[config.mk]
export PLATFORM = sky130hd
export DESIGN_NAME = aes256_ctr_decrypt_stream
export DESIGN_NICKNAME = d
export VERILOG_FILES = /design/src/rtl/aes256_ctr_decrypt_stream.sv
export SDC_FILE = /design/constraint.sdc
export NUM_CORES = 1
export LEC_CHECK = 0
export CAP_MARGIN = 10
export CORE_AREA = 2 2 258 260
export CTS_CLUSTER_SIZE = 20
export DETAILED_ROUTE_END_ITERATION = 12
export DIE_AREA = 0 0 260 262
export PLACE_DENSITY_LB_ADDON = 0.25
export SLEW_MARGIN = 20
export SYNTH_ARGS = -nofsm -noshare
export SYNTH_HDL_FRONTEND = slang
export SYNTH_SLANG_ARGS = --single-unit
[constraint.sdc]
create_clock -name clk -period 2.1 [get_ports clk]
set_clock_uncertainty 0.15 [all_clocks]
set_input_delay 0.525 -clock clk [delete_from_list [all_inputs] [get_ports clk]]
set_output_delay 0.525 -clock clk [all_outputs]
set_load 0.02 [all_outputs]
[src/rtl/aes256_ctr_decrypt_stream.sv]
// Streaming AES-256 CTR decryptor: requests one keystream block per ciphertext block from the
// shared forward AES core, XORs it in, and emits plaintext over a valid/ready handshake.
module aes256_ctr_decrypt_stream #(
  parameter int unsigned MAX_BLOCKS = 8,
  parameter int unsigned CTR_WIDTH  = 32,
  parameter int unsigned NB_W       = 4
) (
  input  logic            clk,
  input  logic            rst,
  input  logic            start,
  input  logic [127:0]    iv,
  input  logic [NB_W-1:0] num_blocks,
  input  logic            ct_valid,
  output logic            ct_ready,
  input  logic [127:0]    ct_data,
  output logic            pt_valid,
  input  logic            pt_ready,
  output logic [127:0]    pt_data,
  output logic            pt_last,
  output logic            aes_req,
  output logic [127:0]    aes_ctr,
  input  logic            aes_ack,
  input  logic [127:0]    aes_ks,
  output logic            busy,
  output logic            done,
  output logic            err
);

  typedef enum logic [1:0] {StIdle, StReq, StXor, StOut} state_t;

  localparam logic [NB_W-1:0] MaxNb = NB_W'(MAX_BLOCKS);

  state_t          state_q, state_d;
  logic [127:0]    ctr_q, ks_q, pt_data_q, ctr_inc;
  logic [NB_W-1:0] nb_q, idx_q;
  logic            pt_last_q, done_q, err_q, start_ok;

  assign start_ok = (num_blocks != '0) && (num_blocks <= MaxNb);
  // Only the low CTR_WIDTH bits count; a wrap must not carry into the nonce part.
  assign ctr_inc  = {ctr_q[127:CTR_WIDTH], ctr_q[CTR_WIDTH-1:0] + CTR_WIDTH'(1)};

  always_ff @(posedge clk) begin
    if (rst) state_q <= StIdle;
    else     state_q <= state_d;
  end

  always_comb begin
    state_d = state_q;
    case (state_q)
      StIdle:  if (start && start_ok) state_d = StReq;
      StReq:   if (aes_ack) state_d = StXor;
      StXor:   if (ct_valid) state_d = StOut;
      StOut:   if (pt_ready) state_d = pt_last_q ? StIdle : StReq;
      default: state_d = StIdle;
    endcase
  end

  always_ff @(posedge clk) begin
    if (rst) begin
      ctr_q     <= '0;
      ks_q      <= '0;
      pt_data_q <= '0;
      pt_last_q <= 1'b0;
      nb_q      <= '0;
      idx_q     <= '0;
      done_q    <= 1'b0;
      err_q     <= 1'b0;
    end else begin
      done_q <= 1'b0;
      err_q  <= 1'b0;
      case (state_q)
        StIdle: begin
          if (start) begin
            if (start_ok) begin
              ctr_q <= iv;
              nb_q  <= num_blocks;
              idx_q <= '0;
            end else begin
              err_q <= 1'b1;
            end
          end
        end
        StReq: if (aes_ack) ks_q <= aes_ks;
        StXor: begin
          if (ct_valid) begin
            pt_data_q <= ct_data ^ ks_q;
            pt_last_q <= (idx_q == nb_q - NB_W'(1));
          end
        end
        StOut: begin
          if (pt_ready) begin
            if (pt_last_q) begin
              done_q <= 1'b1;
            end else begin
              idx_q <= idx_q + NB_W'(1);
              ctr_q <= ctr_inc;
            end
          end
        end
        default: ;
      endcase
    end
  end

  // Handshake outputs decode the state register only.
  assign ct_ready = (state_q == StXor);
  assign pt_valid = (state_q == StOut);
  assign aes_req  = (state_q == StReq);
  assign busy     = (state_q != StIdle);
  assign aes_ctr  = ctr_q;
  assign pt_data  = pt_data_q;
  assign pt_last  = pt_last_q;
  assign done     = done_q;
  assign err      = err_q;

endmodule

; Word-level counts from Yosys, hierarchy flattened
; Index checks and enable logic that the tools add are counted.
[word_totals]
reg_bits = 397
input_bits = 394
out_inout_bits = 263
wordCells = 62
[classes]
add_sub_neg = 3
n_lt_le_gt_ge = 1
n_eq_ne = 11
n_mux = 18
bitwise_logic = 5
n_reduce_logical = 14
[op_table]
columns = op, n
row1 = $mux W128, 2
row2 = $pmux W128 S2, 1
row3 = $xor A128 B128 Y128, 1
row4 = $mux W32, 2
row5 = $add A32 B1 Y32 const B, 1
row6 = $mux W4, 4
row7 = $ne A2 B2 Y1 const B, 5
row8 = $mux W2, 4
row9 = $pmux W2 S4, 1
row10 = $pmux W4 S2, 1
row11 = $reduce_and A4 Y1, 2
row12 = $reduce_or A3 Y1, 2
row13 = $reduce_and A5 Y1, 1
row14 = $add A4 B1 Y4 const B, 1
row15 = $eq A2 B2 Y1 const B, 2
row16 = $eq A4 B4 Y1, 1
row17 = $le A4 B4 Y1 const B, 1
row18 = $ne A2 B1 Y1 const B, 2
row19 = $not A1 Y1, 4
row20 = $reduce_and A2 Y1, 2
row21 = $reduce_bool A2 Y1, 2
row22 = $reduce_bool A4 Y1, 1
row23 = $sub A4 B1 Y4 const B, 1
row24 = $mux W1, 3
row25 = other kinds (4), 5

; Depth between registers and ports, before layout
; Gate-level depths: netlist (run 1).
[logic_depth]
ltp_word = 5
depth_mapped = 10
depth_no_buf = 7

; Worst setup path before layout (run 1)
; No wires, ideal clock.
[synth_path]
kind = input to register
start = in num_blocks[3]
end = reg ctr_q[19] (netlist: aes_ctr[19])
setup_time_ns = 0.135
arrival_time_ns = 2.003
required_time_ns = 1.815
path_slack_ns = -0.187
stages = 8
path_buffers = 3
path_cell_list = or4_4 -> and3_1 -> buf_2 -> o21a_1 -> buf_4 -> buf_6 -> o21ai_1 -> a21oi_2
[synth_via]
elab_chain_len = 4
elab_cells_between_ends = 5
cone_classes = order compare (1) / eq/ne (1) / reduce/logical (3)
[synth_lines]
columns = element, line_no
row1 = start: declaration, 12  ; input logic [NB_W-1:0] num_blocks,
row2 = $le A4 B4 Y1 or $reduce_bool A4 Y1 (tied branches), 38  ; assign start_ok = (num_blocks != '0) && (num_blocks <= MaxNb);
row3 = $logic_and A1 B1 Y1 (*), 38
row4 = $ne A2 B2 Y1 (no line) (*), -
row5 = $reduce_and A5 Y1 (no line) (*), -
row6 = end signal: assignment, 75  ; ctr_q <= iv;
row7 = end signal: assignment, 96  ; ctr_q <= ctr_inc;
row8 = end: declaration, 34  ; logic [127:0] ctr_q, ks_q, pt_data_q, ctr_inc;
; Mark *: on every way between the ends. The rest lies on a longest branch, timed or not.
; A chain may end at the register's enable or synchronous reset.

; Final worst setup path (run 1)
[layout_path]
start = reg state_q[1]
end = out ct_ready
[layout_via]
elab_chain_len = 1
[layout_lines]
columns = element, line_no
row1 = start: declaration, 33  ; state_t state_q, state_d;
row2 = start signal: assignment, 43  ; if (rst) state_q <= StIdle;
row3 = start signal: assignment, 44  ; else state_q <= state_d;
row4 = $eq A2 B2 Y1, 106  ; assign ct_ready = (state_q == StXor);
row5 = end: declaration, 14  ; output logic ct_ready,
; No other way between the ends.

==> results of run 1 <==
-- sequential cells by signal (all words and copies together) (netlist names) --
register and count:
aes_ctr 128, done 1, err 1, idx_q 4, ks_q 128, nb_q 4
pt_data 128, pt_last 1, state_q 2
-- area by class of cell --
class                   instances  area [sq um]
clock inverters                10           118
well taps                     864          1080
inverters                      14          58.8
diodes                          6          15.0
fillers                      6552         39100
repair buffers                814          7910
flip-flops and latches        397          7960
clock buffers                  73          1440
multi-input cells            1349          7620
-- layer usage --
metal,vias up,part of all wire [%],GRT usage [%]
met5,-,0.016,0
met4,2,3.5,6.91
met3,127,6.2,3.66
met2,528,49,30.2
met1,7664,41,21.5
li1,7980,-,-
-- logic make-up after synthesis --
group / share of synthesized area (%)
AO/OA/AOI/OAI: 18.3
XOR/XNOR: 7.52
buffers and inverters: 4.10
AND/OR/NAND/NOR: 19.4
flip-flops: 49.8
multiplexers: 0.188
adder cells (fa/ha/maj): 0.628
-- Yosys cell counts (all sizes together) (5+ instances only) --
library cell	n
nand4	10
nor3	12
and2	5
xnor2	135
dfxtp	397
ha	8
a211oi	136
o22ai	5
nor4	16
clkbuf	122
o21a	5
nand2b	5
nor2b	9
inv	14
and3	7
o21ai	33
a31oi	5
buf	28
and4	5
a21oi	256
nand3	112
nor2	149
nand2	392
-- through the flow --
stage	setup TNS, ps	instance area, sq um	setup WS [ps]	utilization, %	hold slack, ps
6_report	-32.8	26200	-32.8	40.1	196
5_1_grt	-303	26200	-90.3	40.1	199
4_1_cts	-269	25800	-85.4	39.6	170
3_5_place_dp	-81790	24400	-712	37.4	293
3_3_place_gp	-75480	24400	-699	37.4	288
2_1_floorplan	-3510	16000	-131	-	299
-- power by group through the flow --
stage	Combinational, mW	Sequential (mW)	Clock [mW]
global placement	7.67	9.33	0
CTS	7.51	9.21	8.53
detailed placement	7.76	9.37	0
finish	7.74	9.22	8.25
global route	8.39	9.34	8.82
floorplan	2.98	10.2	0
-- critical path: cells and delay by family (launching register included) --
kind	cells	cell delay [ps]
flip-flops	1	360
adder cells (fa/ha/maj)	1	150
buffers and inverters	3	360
-- worst paths after layout --
kind          startpoint           to  slack [ps]
max           state_q[1]     ct_ready         -30
min                  rst   aes_ctr[5]         200
max reg2reg   state_q[0]  aes_ctr[22]          30
min reg2reg  aes_ctr[67]  aes_ctr[67]         300
-- what timing repair did --
action	4_1_cts	5_1_grt
pin swaps	7	17
gates cloned	2	4
gates resized for setup	334	46
buffers inserted	3	10
endpoints found under the setup margin	285	99
==> results.txt, run 1 <==
----------------------------------------------------
[Timing]
  Final Setup Violations ... 1
  Setup slack of the critical path after layout ... -32.8 ps
  Worst slew margin ... 67.3%
  RSZ-0062 raised after global routing ... yes
  Final hold vios ... 0
  Final critical path time including I/O delays and setup ... 2130 ps
  Slew at the pin with the worst max-slew slack ... 490 ps
  Highest Clock Rate ... between 400 and 500 MHz
  Number of max-slew violations in the final report ... 0
  Post-route fraction of the period consumed by the critical path ... 102%

[Drt]
  Number of violations reported at the end of detailed-routing iteration 0 ... 942
  Average wire per cell in the routed design ... 18.2 um
  Number of vias in the routed layout ... around 16000
  Initial DRT Pass Iterations ... 5
  Detailed Route WL ... 64.2 mm
  DRC violations left ... 0
  Routed Antenna Nets ... 0
  Via-per-instance ratio ... 4.62

[GRT]
  Gr ovfl total ... 0
  Largest net degree at the start of global routing ... 91
  Global-route wire length before repair ... ~94 mm
  Vias in the first global route ... 15904
  Number of antenna violations at the first check in global routing ... 8
  All-Layer GR Usage ... 17.6%

[Setup path]
  Delay of the slowest cell on the worst path ... 360 ps
  R2R depth ... 9
  Master of the slowest instance on the critical path ... dfxtp_4
  Worst-path cell chain ... buf_6 -> buf_6 -> ha_4 -> buf_6
  Category of the worst setup path launch point ... flip-flop
  Category of the critical setup timing path ... reg -> out
  Crit path DAT ... 1460 ps
  Critical Path Fanout Max ... 3
  Kind of end point of the critical path ... output port
  Most repeated library cell on the critical path ... buf_6
  Worst path required time ... 1420 ps

[Die]
  Die footprint ... a little under 70000 sq um
  Core Region ... 65300 sq um
  Die Y-Extent ... 262 um
  Width of the die ... around 260 um
  Initial standard-cell utilization of the core ... 24.4%
  I/O pin count ... around 660
  Rows ... 94

[Power and ir drop]
  Total Power ... 25.2 mW
  Pwr Density ... 962 nW/um^2
  LEAKAGE ... ~10 nW
  Switching portion of total power ... between 30% and 40%
  Portion of total power attributed to sequential cells ... 36.6%
  Part of the total power dissipated in combinational logic ... about 30%
  NetSw ... 8.17 mW
  Cell-internal power ... 17.0 mW
  Maximum VDD drop ... 0.000519 V
  Clock power frac ... 32.7%

[Synthesis]
  Most used flip-flop cell after synthesis ... dfxtp_1
  Number of enable flip-flop cells after synthesis ... 0
  Cells after Synth ... 1909
  Yosys top cell by area ... dfxtp_1
  Yosys synthesis warning count ... 0
  Portion of the post-synthesis area used by sequential elements ... 49.8%
  Synth Register Bits ... 397
  Unique masters post-synth ... 59
  Number of nets in the synthesized netlist ... between 2000 and 2500
  Avg Synthesized Cell Area ... 8.35 sq um
  Area of the mapped netlist ... between 15000 and 20000 sq um
  Leading cell types by total area after synthesis ... dfxtp_1, nand2_1, a21oi_1
  Share of flip-flops with an asynchronous set or reset after synthesis ... 0%
  Synth top area share ... 49.8%

[Finish]
  Post-layout net count ... 3025
  Area overhead of the layout relative to synthesis ... 64.3%
  Fraction of layout instances using a drive strength above 1 ... 12.1%
  Post-route insts no fill ... 3527
  Leading cell types in the layout, fill and taps excluded ... nand2_1, dfxtp_1, clkdlybuf4s50_1

[Clock network]
  Sink Count ... 397
  H-tree depth ... 2
  Clock Pin Slew Worst Setup and Hold Paths ... 60 ps
  Number of buffers inserted by hold repair at cts ... 0
  Clock insertion delay at the later pin of the skew report ... about 570 ps
  Number of buffers added by the clock tree synthesis step ... between 40 and 50
  Buffers from clock root to sink, at most ... 3
  Clock Tree Root ... clkbuf_16
  Clock tree from TritonCTS ... done

[Placement]
  HPWL after detailed placement ... 46.7 mm
  Cell count after placement ... 3419
  Number of port buffers ... 656
  Last weighted congestion value of the routability-driven placer ... 0.914

[Run]
  Max-cap viol count ... 0

[Outcome]
  Violations in the final reports ... setup timing
  Result of the run ... complete, but fails checks

[Min path]
  Worst min path class ... in -> reg
  Hold Path Stages ... 2

----------------------------------------------------
Note: power is estimated with default switching activity, not from simulation.
==> inputs of run 2 (changes only) <==
--- a/config.mk
+++ b/config.mk
@@ -5,9 +5,9 @@
 export SDC_FILE = /design/constraint.sdc
 export NUM_CORES = 1
 export LEC_CHECK = 0
+export ABC_CLOCK_PERIOD_IN_PS = 2100
 export CAP_MARGIN = 10
 export CORE_AREA = 2 2 258 260
-export CTS_CLUSTER_SIZE = 20
 export DETAILED_ROUTE_END_ITERATION = 12
 export DIE_AREA = 0 0 260 262
 export PLACE_DENSITY_LB_ADDON = 0.25
==> run 2 against run 1 <==
The flow still finishes with violations (setup timing); combinational power is essentially flat; via count down 0.32%; critical path type unchanged; global-route usage is essentially flat; wire length about the same; design area barely moved; largest cell class unchanged; setup slack is essentially flat; non-clock buffer count unchanged; register-to-register slack is essentially flat; worst hold slack about the same; sequential share of layout area hardly changed; clock power is 0.7% lower.
==> results.txt, run 2 (same netlist as run 1, synthesis figures left out) <==
----------------------------------------------------
[Outcome]
  Result of the run ... complete, but fails checks
  Violations in the final reports ... setup timing

[GRT]
  Number of antenna violations at the first check in global routing ... 8
  Vias in the first global route ... ~16000
  Largest net degree at the start of global routing ... 91
  Gr ovfl total ... 0
  All-Layer GR Usage ... 17.6%
  Global-route wire length before repair ... between 90 and 100 mm

[Drt]
  DRC violations left ... 0
  Average wire per cell in the routed design ... 18.2 um
  Detailed-routed wire length on met2 ... 31.7 mm
  Detailed-route wire length on metal 1 ... between 20 and 30 mm
  Number of violations reported at the end of detailed-routing iteration 0 ... 944
  Number of vias in the routed layout ... 16249
  Highest metal layer used by the detailed router ... met5
  Routed Antenna Nets ... 0
  Via-per-instance ratio ... 4.61
  Detailed Route WL ... 64.3 mm
  Amount of wire on met3 after detailed routing ... a little under 4 mm
  Initial DRT Pass Iterations ... 5

[Setup path]
  Delay of the slowest cell on the worst path ... approximately 360 ps
  R2R depth ... 7
  CP endpoint ... ct_ready
  Worst path required time ... 1420 ps
  Worst R2R End ... aes_ctr[30]
  Category of the worst setup path launch point ... flip-flop
  Worst-path cell chain ... buf_6 -> buf_6 -> ha_4 -> buf_6
  Worst path buffer plus inverter count ... 3
  Startpoint of the lowest-slack register-to-register path ... aes_ctr[0]
  Worst path depth ... 4
  Master of the slowest instance on the critical path ... dfxtp_4
  Most repeated library cell on the critical path ... buf_6
  Kind of end point of the critical path ... output port
  Top Family by Delay on Critical Path ... flip-flops
  Critical Path Fanout Max ... 3
  Category of the critical setup timing path ... reg -> out
  Critical path startpoint ... state_q[1]
  Setup slack of the most critical reg-to-reg path ... ~30 ps
  Crit path DAT ... 1460 ps

[Clock network]
  H-tree depth ... 2
  Number of buffers added by the clock tree synthesis step ... 47
  Clock Tree Root ... clkbuf_16
  Clock tree from TritonCTS ... done
  Clock insertion delay at the later pin of the skew report ... 570 ps
  Clock Pin Slew Worst Setup and Hold Paths ... around 60 ps
  Buffers from clock root to sink, at most ... 3
  Sink Count ... 397

[Power and ir drop]
  Clock power frac ... 32.6%
  Maximum VDD drop ... approximately 0.00052 V
  LEAKAGE ... ~10 nW
  NetSw ... 8.17 mW
  Part of the total power dissipated in combinational logic ... 30.8%
  Pwr Density ... slightly below 1000 nW/um^2
  Switching portion of total power ... approximately a third
  Cell-internal power ... 17.0 mW
  Portion of total power attributed to sequential cells ... 36.7%

[Finish]
  Fill cells ... 6556
  Area overhead of the layout relative to synthesis ... 64.2%
  Post-route insts no fill ... 3528
  Post-layout net count ... 3025
  Fraction of layout instances using a drive strength above 1 ... 12.1%
  Final instance area ... 26200 sq um
  Leading cell types in the layout, fill and taps excluded ... nand2_1, dfxtp_1, clkdlybuf4s50_1
  Sequential cell area ... 7960 sq um
  Area of the multi-input gates ... 7620 sq um

[Die]
  Rows ... 94
  Die footprint ... 68100 sq um
  Die Y-Extent ... between 200 and 300 um
  Width of the die ... around 260 um
  Core Region ... roughly 65000 sq um
  Initial standard-cell utilization of the core ... 24.4%
  I/O pin count ... roughly 660

[Timing]
  Final hold vios ... 0
  RSZ-0062 raised after global routing ... yes
  Final Setup Violations ... 1
  Final critical path time including I/O delays and setup ... 2130 ps
  Worst slew margin ... approximately two thirds
  Smallest hold slack ... approximately 200 ps
  Setup slack of the critical path after layout ... -33.2 ps
  Highest Clock Rate ... 469 MHz
  Sum of negative setup slack ... -33.2 ps
  Post-route fraction of the period consumed by the critical path ... 102%
  Slew at the pin with the worst max-slew slack ... 490 ps
  Number of max-slew violations in the final report ... 0

[Placement]
  Last weighted congestion value of the routability-driven placer ... about 0.91
  Total cell area at the placement stage ... ~24000 sq um
  Cell count after placement ... 3419
  HPWL after detailed placement ... 46.7 mm
  Number of port buffers ... 656

[Run]
  Max-cap viol count ... 0

[Min path]
  Worst min path class ... in -> reg

----------------------------------------------------
## run 2: cell types whose count changed in the layout (fill, tap and decap cells not counted)
cell      delta
diode_2      +1
clkbuf_8     -2
clkinv_2     +1
clkbuf_1     +1
## run 2: layout make-up
type,count,share of cell area (%)
Timing Repair Buffer,814,30.2
Clock buffer,72,5.39
Sequential cell,397,30.4
Clock inverter,11,0.468
Antenna cell,7,0.0669
Tap cell,864,4.13
Inverter,14,0.225
Multi-Input combinational cell,1349,29.1
## run 2: worst reg2reg max path: stages, from the launching register on
cell	delay [ps]
dfxtp_4	370
ha_4	160
and4_4	230
nand4_1	160
buf_4	180
or3_4	380
o31a_1	250
o32ai_2	100
## run 2: power groups by stage
stage,clock network [mW],registers (mW),logic (mW)
floorplan,0,10.2,2.98
global placement,0,9.33,7.67
detailed placement,0,9.37,7.76
CTS,8.46,9.21,7.51
global route,8.75,9.34,8.39
finish,8.19,9.22,7.74
## run 2: worst min-delay path by stage
| stage | startpoint | endpoint | slack [ps] | cells after the start |
|---|---|---|---|---|
| after floorplan | ks_q[0] | ks_q[0] | 300 | 2 |
| after global placement | aes_ctr[79] | aes_ctr[79] | 290 | 2 |
| after detailed placement | aes_ctr[105] | aes_ctr[105] | 290 | 2 |
| after CTS | rst | pt_last | 170 | 2 |
| after global routing | rst | aes_ctr[5] | 200 | 2 |
| final | rst | aes_ctr[5] | 200 | 2 |
## run 2: metrics by stage
| stage | util (%) | setup slack [ps] | power [mW] |
|---|---|---|---|
| 2_1_floorplan | - | -131 | 13.1 |
| 3_3_place_gp | 37.4 | -699 | 17.0 |
| 3_5_place_dp | 37.4 | -712 | 17.1 |
| 4_1_cts | 39.6 | -85.5 | 25.2 |
| 5_1_grt | 40.1 | -90.4 | 26.5 |
| 6_report | 40.1 | -33.2 | 25.1 |
## run 2: what timing repair did
| item | 4_1_cts | 5_1_grt |
|---|---|---|
| pin swaps | 7 | 17 |
| endpoints found under the setup margin | 285 | 99 |
| buffers inserted | 3 | 10 |
| resized for setup | 334 | 46 |
| cloned | 2 | 4 |
| hold buffers | 0 | 0 |
## run 2: metal layers
metal | up-vias | track usage (%)
li1 | 7988 | -
met1 | 7614 | 21.5
met2 | 524 | 30.2
met3 | 121 | 3.66
met4 | 2 | 6.91
met5 | - | 0
==> inputs of run 3 (changes only) <==
--- a/config.mk
+++ b/config.mk
@@ -5,7 +5,7 @@
 export SDC_FILE = /design/constraint.sdc
 export NUM_CORES = 1
 export LEC_CHECK = 0
-export ABC_CLOCK_PERIOD_IN_PS = 2100
+export ABC_CLOCK_PERIOD_IN_PS = 2360
 export CAP_MARGIN = 10
 export CORE_AREA = 2 2 258 260
 export DETAILED_ROUTE_END_ITERATION = 12
==> constraint.sdc (replaced) <==
create_clock -name clk -period 2.36 [get_ports clk]
set_clock_uncertainty 0.15 [all_clocks]
set_input_delay 0.59 -clock clk [delete_from_list [all_inputs] [get_ports clk]]
set_output_delay 0.59 -clock clk [all_outputs]
set_load 0.02 [all_outputs]
==> run 3 against run 2 <==
The run now ends clean; via count shrank 2.2%; critical path depth grew 3; total power shrank 10%; cell count shrank 1.3%; sequential cell count is the same; critical endpoint is now aes_ctr[15]; largest power group unchanged; highest routed layer is now met4.
==> results.txt, run 3 (same netlist as run 1, synthesis figures left out) <==
----------------------------------------------------
[Clock network]
  Clock Tree Root ... clkbuf_16
  Clock insertion delay at the later pin of the skew report ... 580 ps
  H-tree depth ... 2
  Number of buffers added by the clock tree synthesis step ... 49
  Clock tree from TritonCTS ... done
  Buffers from clock root to sink, at most ... 3
  Sink Count ... ~400
  Number of buffers inserted to repair setup after CTS ... 0
  Clock Pin Slew Worst Setup and Hold Paths ... 60 ps
  Number of buffers inserted by hold repair at cts ... 0

[Min path]
  Min-delay src ... aes_ctr[64]
  Worst min path class ... reg -> reg
  Hold Path Stages ... 2
  Worst Hold Path EP ... aes_ctr[64]

[Die]
  Rows ... 94
  Die Y-Extent ... approximately 260 um
  Die footprint ... between 60000 and 70000 sq um
  Initial standard-cell utilization of the core ... 24.4%
  Width of the die ... 260 um
  I/O pin count ... approximately 660
  Core Region ... ~65000 sq um

[Setup path]
  R2R depth ... 8
  Startpoint of the lowest-slack register-to-register path ... state_q[1]
  Setup slack of the most critical reg-to-reg path ... approximately 110 ps
  Category of the critical setup timing path ... in -> reg
  Worst path required time ... 2650 ps
  Critical Path Fanout Max ... 19
  Worst R2R End ... aes_ctr[11]
  Kind of end point of the critical path ... flip-flop
  Category of the worst setup path launch point ... input port
  Crit path DAT ... 2630 ps

[Timing]
  Post-route fraction of the period consumed by the critical path ... 99.2%
  Highest Clock Rate ... 427 MHz
  Number of max-slew violations in the final report ... 0
  Final critical path time including I/O delays and setup ... about 2300 ps
  Worst slew margin ... 62.6%
  Final hold vios ... 0
  Setup slack of the critical path after layout ... approximately 18 ps
  Sum of negative setup slack ... 0 ps
  Slew at the pin with the worst max-slew slack ... 560 ps
  Final Setup Violations ... 0

[Power and ir drop]
  LEAKAGE ... 9.19 nW
  Pwr Density ... 872 nW/um^2
  Maximum VDD drop ... 0.000609 V

[Finish]
  Leading cell types in the layout, fill and taps excluded ... clkdlybuf4s50_1, dfxtp_1, nand2_1
  Fill cells ... 6631
  Post-route insts no fill ... approximately 3500
  Leading cell type in the layout, fill and taps excluded ... clkdlybuf4s50_1
  Area overhead of the layout relative to synthesis ... 61.9%
  Fraction of layout instances using a drive strength above 1 ... 8.97%
  Post-layout net count ... between 2000 and 3000

[Drt]
  Routed Antenna Nets ... 0
  Detailed Route WL ... 62.0 mm
  Via-per-instance ratio ... 4.57
  Average wire per cell in the routed design ... 17.8 um
  DRC violations left ... 0
  Initial DRT Pass Iterations ... 5
  Number of vias in the routed layout ... 15895
  Number of violations reported at the end of detailed-routing iteration 0 ... 695

[Placement]
  Cell count after placement ... around 3400
  HPWL after detailed placement ... 46.0 mm
  Number of port buffers ... 656
  Worst slack at placement ... -586 ps
  Last weighted congestion value of the routability-driven placer ... 0.889

[GRT]
  Vias in the first global route ... 15601
  Global-route wire length before repair ... roughly 92 mm
  All-Layer GR Usage ... 17.1%
  Number of antenna violations at the first check in global routing ... 8
  Gr ovfl total ... 0
  Largest net degree at the start of global routing ... between 100 and 150

[Outcome]
  Result of the run ... finished, final reports clean

[Run]
  Max-cap viol count ... 0

----------------------------------------------------
[run 3: cell count changes in the layout (fill, tap and decap cells not counted), moves of 8 or more]
| cell | before | now |
|---|---|---|
| dlygate4sd2_1 | 244 | 56 |
| clkdlybuf4s50_1 | 388 | 574 |
| buf_4 | 119 | 78 |
| dlymetal6s2s_1 | 1 | 21 |
| buf_6 | 12 | 0 |
| clkdlybuf4s15_2 | 9 | 1 |
[run 3: what timing repair did]
action                     4_1_cts  5_1_grt
setup endpoints to repair       60       33
gates cloned                     0        1
resized for setup               78       37
hold endpoints to repair         0        0
[run 3: area by class of cell]
type                       instances  area [sq um]  share of cell area (%)
multi-input combinational       1348          7420                    28.7
timing repair buffer             759          7630                    29.6
sequential                       397          7960                    30.8
tap                              864          1080                    4.19
inverter                          14          53.8                   0.208
antenna                            8          20.0                  0.0775
clock buffer                      69          1410                    5.47
clock inverter                    22           238                   0.921
[run 3: worst max path at each step]
stage | start | endpoint | cells after the start
after global placement | num_blocks[0] | aes_ctr[9] | 6
after global routing | state_q[1] | aes_ctr[11] | 8
final | num_blocks[0] | aes_ctr[15] | 7
after CTS | state_q[1] | pt_valid | 2
after floorplan | num_blocks[3] | aes_ctr[19] | 8
after detailed placement | num_blocks[0] | aes_ctr[7] | 7
[run 3: worst max-delay path, cell delays in order]
cell and delay (ps):
clkdlybuf4s50_1 450, or4_4 590, and3_4 220, o21a_2 260
clkbuf_16 210, a311oi_1 230, a211oi_1 70
[run 3: metrics by stage]
stage               utilization (%)  hold WS, ps  cell area [sq um]  power (mW)
floorplan                         -          299              15900        11.6
global placement               36.9          288              24100        15.0
detailed placement             36.9          292              24100        15.1
CTS                            39.3          283              25700        22.8
global route                   39.6          308              25800        23.7
finish                         39.6          299              25800        22.5
[run 3: routing by layer]
metal | vias up | GRT usage (%) | part of all wire, %
met5 | - | 0 | 0
met4 | 0 | 6.61 | 3.0
met3 | 105 | 4.35 | 6.7
met2 | 486 | 29.0 | 49
met1 | 7428 | 20.7 | 41
li1 | 7876 | - | -
[run 3: where the power goes]
group | total [mW] | internal (mW) | leakage, nW | switching [mW]
sequential | 8.25 | 7.62 | 3.23 | 0.627
clock | 7.67 | 4.62 | 0.817 | 3.05
combinational | 6.59 | 3.08 | 5.15 | 3.51
==> patch 1 (config.mk and constraints of run 2) <==
The 4 states of `state_t` get a one-hot encoding in 4 bits.
--- a/src/rtl/aes256_ctr_decrypt_stream.sv
+++ b/src/rtl/aes256_ctr_decrypt_stream.sv
@@ -28,3 +28,3 @@
 
-  typedef enum logic [1:0] {StIdle, StReq, StXor, StOut} state_t;
+  typedef enum logic [3:0] {StIdle = 4'b0001, StReq = 4'b0010, StXor = 4'b0100, StOut = 4'b1000} state_t;
 
Function: same outputs for any inputs over 4 cycles, from zero or initial values and one cycle with rst high; so few cycles prove little.
==> patch 1 against run 2 <==
Setup slack worse by 0.27 ns; critical endpoint is now pt_valid; global-route usage fell by 0.37 points; wire length fell by 3.1%; design area grew 2.4%; the run still ends with negative setup slack left; synthesized area grew 0.34%; final cell count is 3.4% lower; register-to-register slack worse by 0.31 ns; sequential cell count grew 2.
Power is not compared: it rests on default switching activity, and its combinational part moved more than twofold at a synthesized area within 25%.
==> patch 1: results (changes against run 2) <==
synth:
  ys_types: 56  # -5.1%
  synthTopCellsByArea: "dfxtp_1, mux2i_1, xnor2_1, nor2_1, a211oi_1"
  synth_compound_area_frac: 0.140  # -0.0428
  ys_seq_area_frac: 0.499  # +0.000827
  syn_inst: 1766  # -7.5%
  yosys_warnings: 0  # unchanged
  synth_fa_ha_area_frac: 0.00235  # -0.00393
  syn_nets: 2163  # -6.4%
  synth.mux.area_fraction: 0.0801  # +0.0782
  yosys-top-cells-count: "dfxtp_1, nor2_1, a21oi_1, a211oi_1, nand2_1"
  synthXorXnorAreaFrac: 0.0755  # +0.000294
timing:
  fin_setup_tns_ns: -41.82  # -41.78 ns
  worst_slack_ns: -0.306  # -0.272 ns
  worst_slew_pin_slew_ns: 0.431  # -0.0590 ns
  setup_viol_count_final: 323  # +322
global_route:
  grt_use_met3: 0.0575  # +0.0209
  grt_util_met2: 0.302  # about the same
  grt_pass1_wl_um: 91000  # -3.3%
  grt_max_degree: 84  # -7.7%
  grt_pass1_vias: 15477  # -2.7%
  antenna_found_initial: 7  # -1
  grt_use_total: 0.172  # -0.00374
  met1_usage: 0.194  # -0.0208
finish:
  diodes: 5  # -2
  buf_share: 0.315  # +0.0133
  clkbuf_count: 67  # -6.9%
  syn_to_final_growth_pct: 67.6
  buffers_excl_clock: 828  # +1.7%
  clock_area_frac: 0.0598  # +0.00119
  nFillCells: 6423  # -2.0%
  seq_area_frac: 0.298  # -0.00574
  multi_input_cells: 1216  # -9.9%
  inverters: 12  # -2
  nets: 2901  # -4.1%
  final_cells: 3407  # -3.4%
  multi_input_area_share: 0.284  # -0.00716
  layout-drive-gt1-share: 0.128  # +0.00685
clocking:
  clk_root_buffer_cell: "clkbuf_16"
  clk_latency_ns: 0.59  # +0.02 ns
  cts_buffers: 47  # unchanged
  numClockSinks: 399  # +0.50%
  cts_tree: "done"
place:
  dp.cells: 3283  # -4.0%
  hpwlAfterDp_um: 46100  # -1.3%
  dp_slack_ns: -0.829  # -0.117 ns
  placed_cell_area_um2: 24600  # +0.62%
  place_congestion: 0.865  # -5.4%
route:
  first_iter_violations: 749  # -21%
  routed_wl_um: 62300  # -3.1%
  vias_per_cell: 4.56  # -1.1%
status:
  violations: "negative setup slack"
  outcome: "finished, violations left"
power:
  power_switching_mw: 4.77
  switching_share: 0.248
worst_setup_path:
  cp.arrival_ns: 1.73  # +0.27 ns
  cp_max_fo: 4  # +1
[patch 1: cell count changes after synthesis, moves of 6 or more]
cell	change
a21o_1	+7
a21oi_1	-112
buf_1	-11
buf_2	+20
buf_4	+11
clkbuf_1	-28
mux2i_1	+125
nand2_1	-256
nand3_1	+7
nor2_1	+135
nor2b_1	-9
nor4_1	-9
o21ai_2	-6
[patch 1: kinds of logic (layout without fill, tap and decap cells)]
kind of cell | count (synthesis) | count (layout)
simple gates | 596 | 597
flops | 399 | 399
compound gates | 350 | 350
buf+inv | 152 | 923
xor+xnor | 138 | 138
mux | 128 | 128
fa+ha+maj | 3 | 3
other cells | 0 | 5
[patch 1: worst paths after layout]
path                            startpoint                  endpoint  slack, ns  depth (start not counted)
hold / removal                         rst  aes_ctr[23]$_SDFFE_PP0P_       0.16                          2
setup reg to reg   state_q[1]$_SDFFE_PP0P_     ks_q[30]$_SDFFE_PP0P_      -0.28                          9
setup / recovery   state_q[1]$_SDFFE_PP0P_                  pt_valid      -0.31                          3
hold reg to reg   aes_ctr[32]$_SDFFE_PP0P_  aes_ctr[32]$_SDFFE_PP0P_       0.30                          2
[patch 1: what timing repair did]
action | 4_1_cts | 5_1_grt
gates resized for setup | 279 | 29
endpoints found under the setup margin | 494 | 340
setup buffers | 24 | 6
pin swaps | 28 | 19
cloned | 9 | 0
[patch 1: routing by layer]
| metal | vias to the layer above | part of all wire | routed length (um) |
|---|---|---|---|
| met5 | - | 0.00042 | 26 |
| met4 | 4 | 0.029 | 1810 |
| met3 | 104 | 0.086 | 5340 |
| met2 | 543 | 0.50 | 30900 |
| met1 | 7247 | 0.39 | 24300 |
| li1 | 7621 | - | - |
[patch 1: critical path: stages (launching register included)]
cell and delay, ns:
dfxtp_2 0.32, or4b_4 0.58, inv_6 0.11, buf_6 0.12
==> patch 2 (flow settings as in run 2) <==
Without the edit above. The parameter `CTR_WIDTH` goes from 32 to 24.
--- a/src/rtl/aes256_ctr_decrypt_stream.sv
+++ b/src/rtl/aes256_ctr_decrypt_stream.sv
@@ -4,3 +4,3 @@
   parameter int unsigned MAX_BLOCKS = 8,
-  parameter int unsigned CTR_WIDTH  = 32,
+  parameter int unsigned CTR_WIDTH  = 24,
   parameter int unsigned NB_W       = 4
Check against the original RTL: same outputs for any inputs over 4 cycles, from zero or initial values and one cycle with rst high; that may be too few to reach the edited logic, so the function may still have changed.
==> patch 2 against run 2 <==
The run still ends with negative setup slack left; sequential share of layout area rose by 0.84 points; setup slack improved by 0.022 ns; register-to-register slack lost 0.02 ns; wire length fell by 3.4%; sequential power up 3.4%; synthesized area down 1.8%; global-route usage shrank 0.49 points; power up 4.9%; sequential cell count unchanged; design area fell by 2.7%.
==> patch 2: results (changes against run 2) <==
status:
  violations: "negative setup slack"
  outcome: "finished, violations left"
timing:
  worst_slack_ns: -0.0117  # +0.0215 ns
  worst_slew_pin_slew_ns: 0.458  # -0.0319 ns
  fin_setup_tns_ns: -0.0117  # +0.0215 ns
  setup_viol_count_final: 1  # unchanged
synth:
  yosys-top-cells-count: "dfxtp_1, nand2_1, a21oi_1, nor2_1"
  synth_fa_ha_area_frac: 0.00639  # +0.000117
  syn_nets: 2264  # -2.0%
  synth_compound_area_frac: 0.175  # -0.00762
  synthTopCellsByArea: "dfxtp_1, nand2_1, a21oi_1, xnor2_1, a211oi_1"
  synthXorXnorAreaFrac: 0.0755  # +0.000282
  ys_seq_area_frac: 0.508  # +0.00928
  ys_types: 54  # -8.5%
  synth.mux.area_fraction: 0.00384  # +0.00195
  synth_area_leader_cell: "dfxtp_1"
global_route:
  grt_pass1_vias: 15288  # -3.9%
  grt_use_total: 0.171  # -0.00485
  grt_max_degree: 98  # +7.7%
  grt_pass1_wl_um: 91000  # -3.3%
  grt_use_met3: 0.0386  # +0.00203
  grt_util_met2: 0.308  # +0.00547
  met1_usage: 0.200  # -0.0150
worst_setup_path:
  worst_r2r_startpoint: "state_q[1]$_SDFFE_PP0P_"
  rr_worst_depth: 10  # +3
  cp.arrival_ns: 1.44  # -0.02 ns
  r2r_slack_ns: 0.01  # -0.02 ns
  r2r-end: "aes_ctr[12]$_SDFFE_PP0P_"
clocking:
  clk_latency_ns: 0.58
  path_clk_slew_ns: 0.06  # about the same
  cts.repair.resized: 299  # -10%
route:
  vias: 15652  # -3.7%
  wl_met1_um: 24500  # -6.9%
  met3_length_um: 3690  # -7.0%
  first_iter_violations: 757  # -20%
  dr_wl_met2_um: 32000  # +0.92%
place:
  dp_slack_ns: -0.658  # +0.0539 ns
  hpwlAfterDp_um: 46200  # -0.91%
  placed_cell_area_um2: 23700  # -2.8%
power:
  p_int_mw: 17.7  # +4.1%
  ir_worst_vdd_v: 0.000620  # +19%
  leakagePower_nw: 9.82  # -2.1%
finish:
  layout-drive-gt1-share: 0.0998  # -0.0210
  nFillCells: 6663  # +1.6%
  nets: 2942  # -2.7%
worst_hold_path:
  min_delay_worst_endpoint: "ks_q[84]$_SDFFE_PP0P_"
-- patch 2: cell type report --
cell class	instances	share of cell area
Clock buffer	69	0.0554
Tap cell	864	0.0424
Antenna cell	3	0.000295
Clock inverter	15	0.00761
Timing Repair Buffer	777	0.296
Inverter	12	0.00226
Sequential cell	397	0.313
Multi-Input combinational cell	1305	0.283
-- patch 2: metrics by stage --
step	cells	utilization	hold WS (ns)
2_1_floorplan	1862	-	0.299
3_3_place_gp	3334	0.364	0.288
3_5_place_dp	3334	0.364	0.293
4_1_cts	3424	0.385	0.132
5_1_grt	3442	0.390	0.165
6_report	3442	0.390	0.177
-- patch 2: power groups by stage --
stage          Clock [mW]  Combinational [mW]  Sequential (mW)
5_1_grt              9.04                9.03             9.68
4_1_cts              8.77                8.04             9.51
3_5_place_dp            0                8.38             9.69
3_3_place_gp            0                8.27             9.65
2_1_floorplan           0                3.26             10.5
6_report             8.49                8.35             9.53
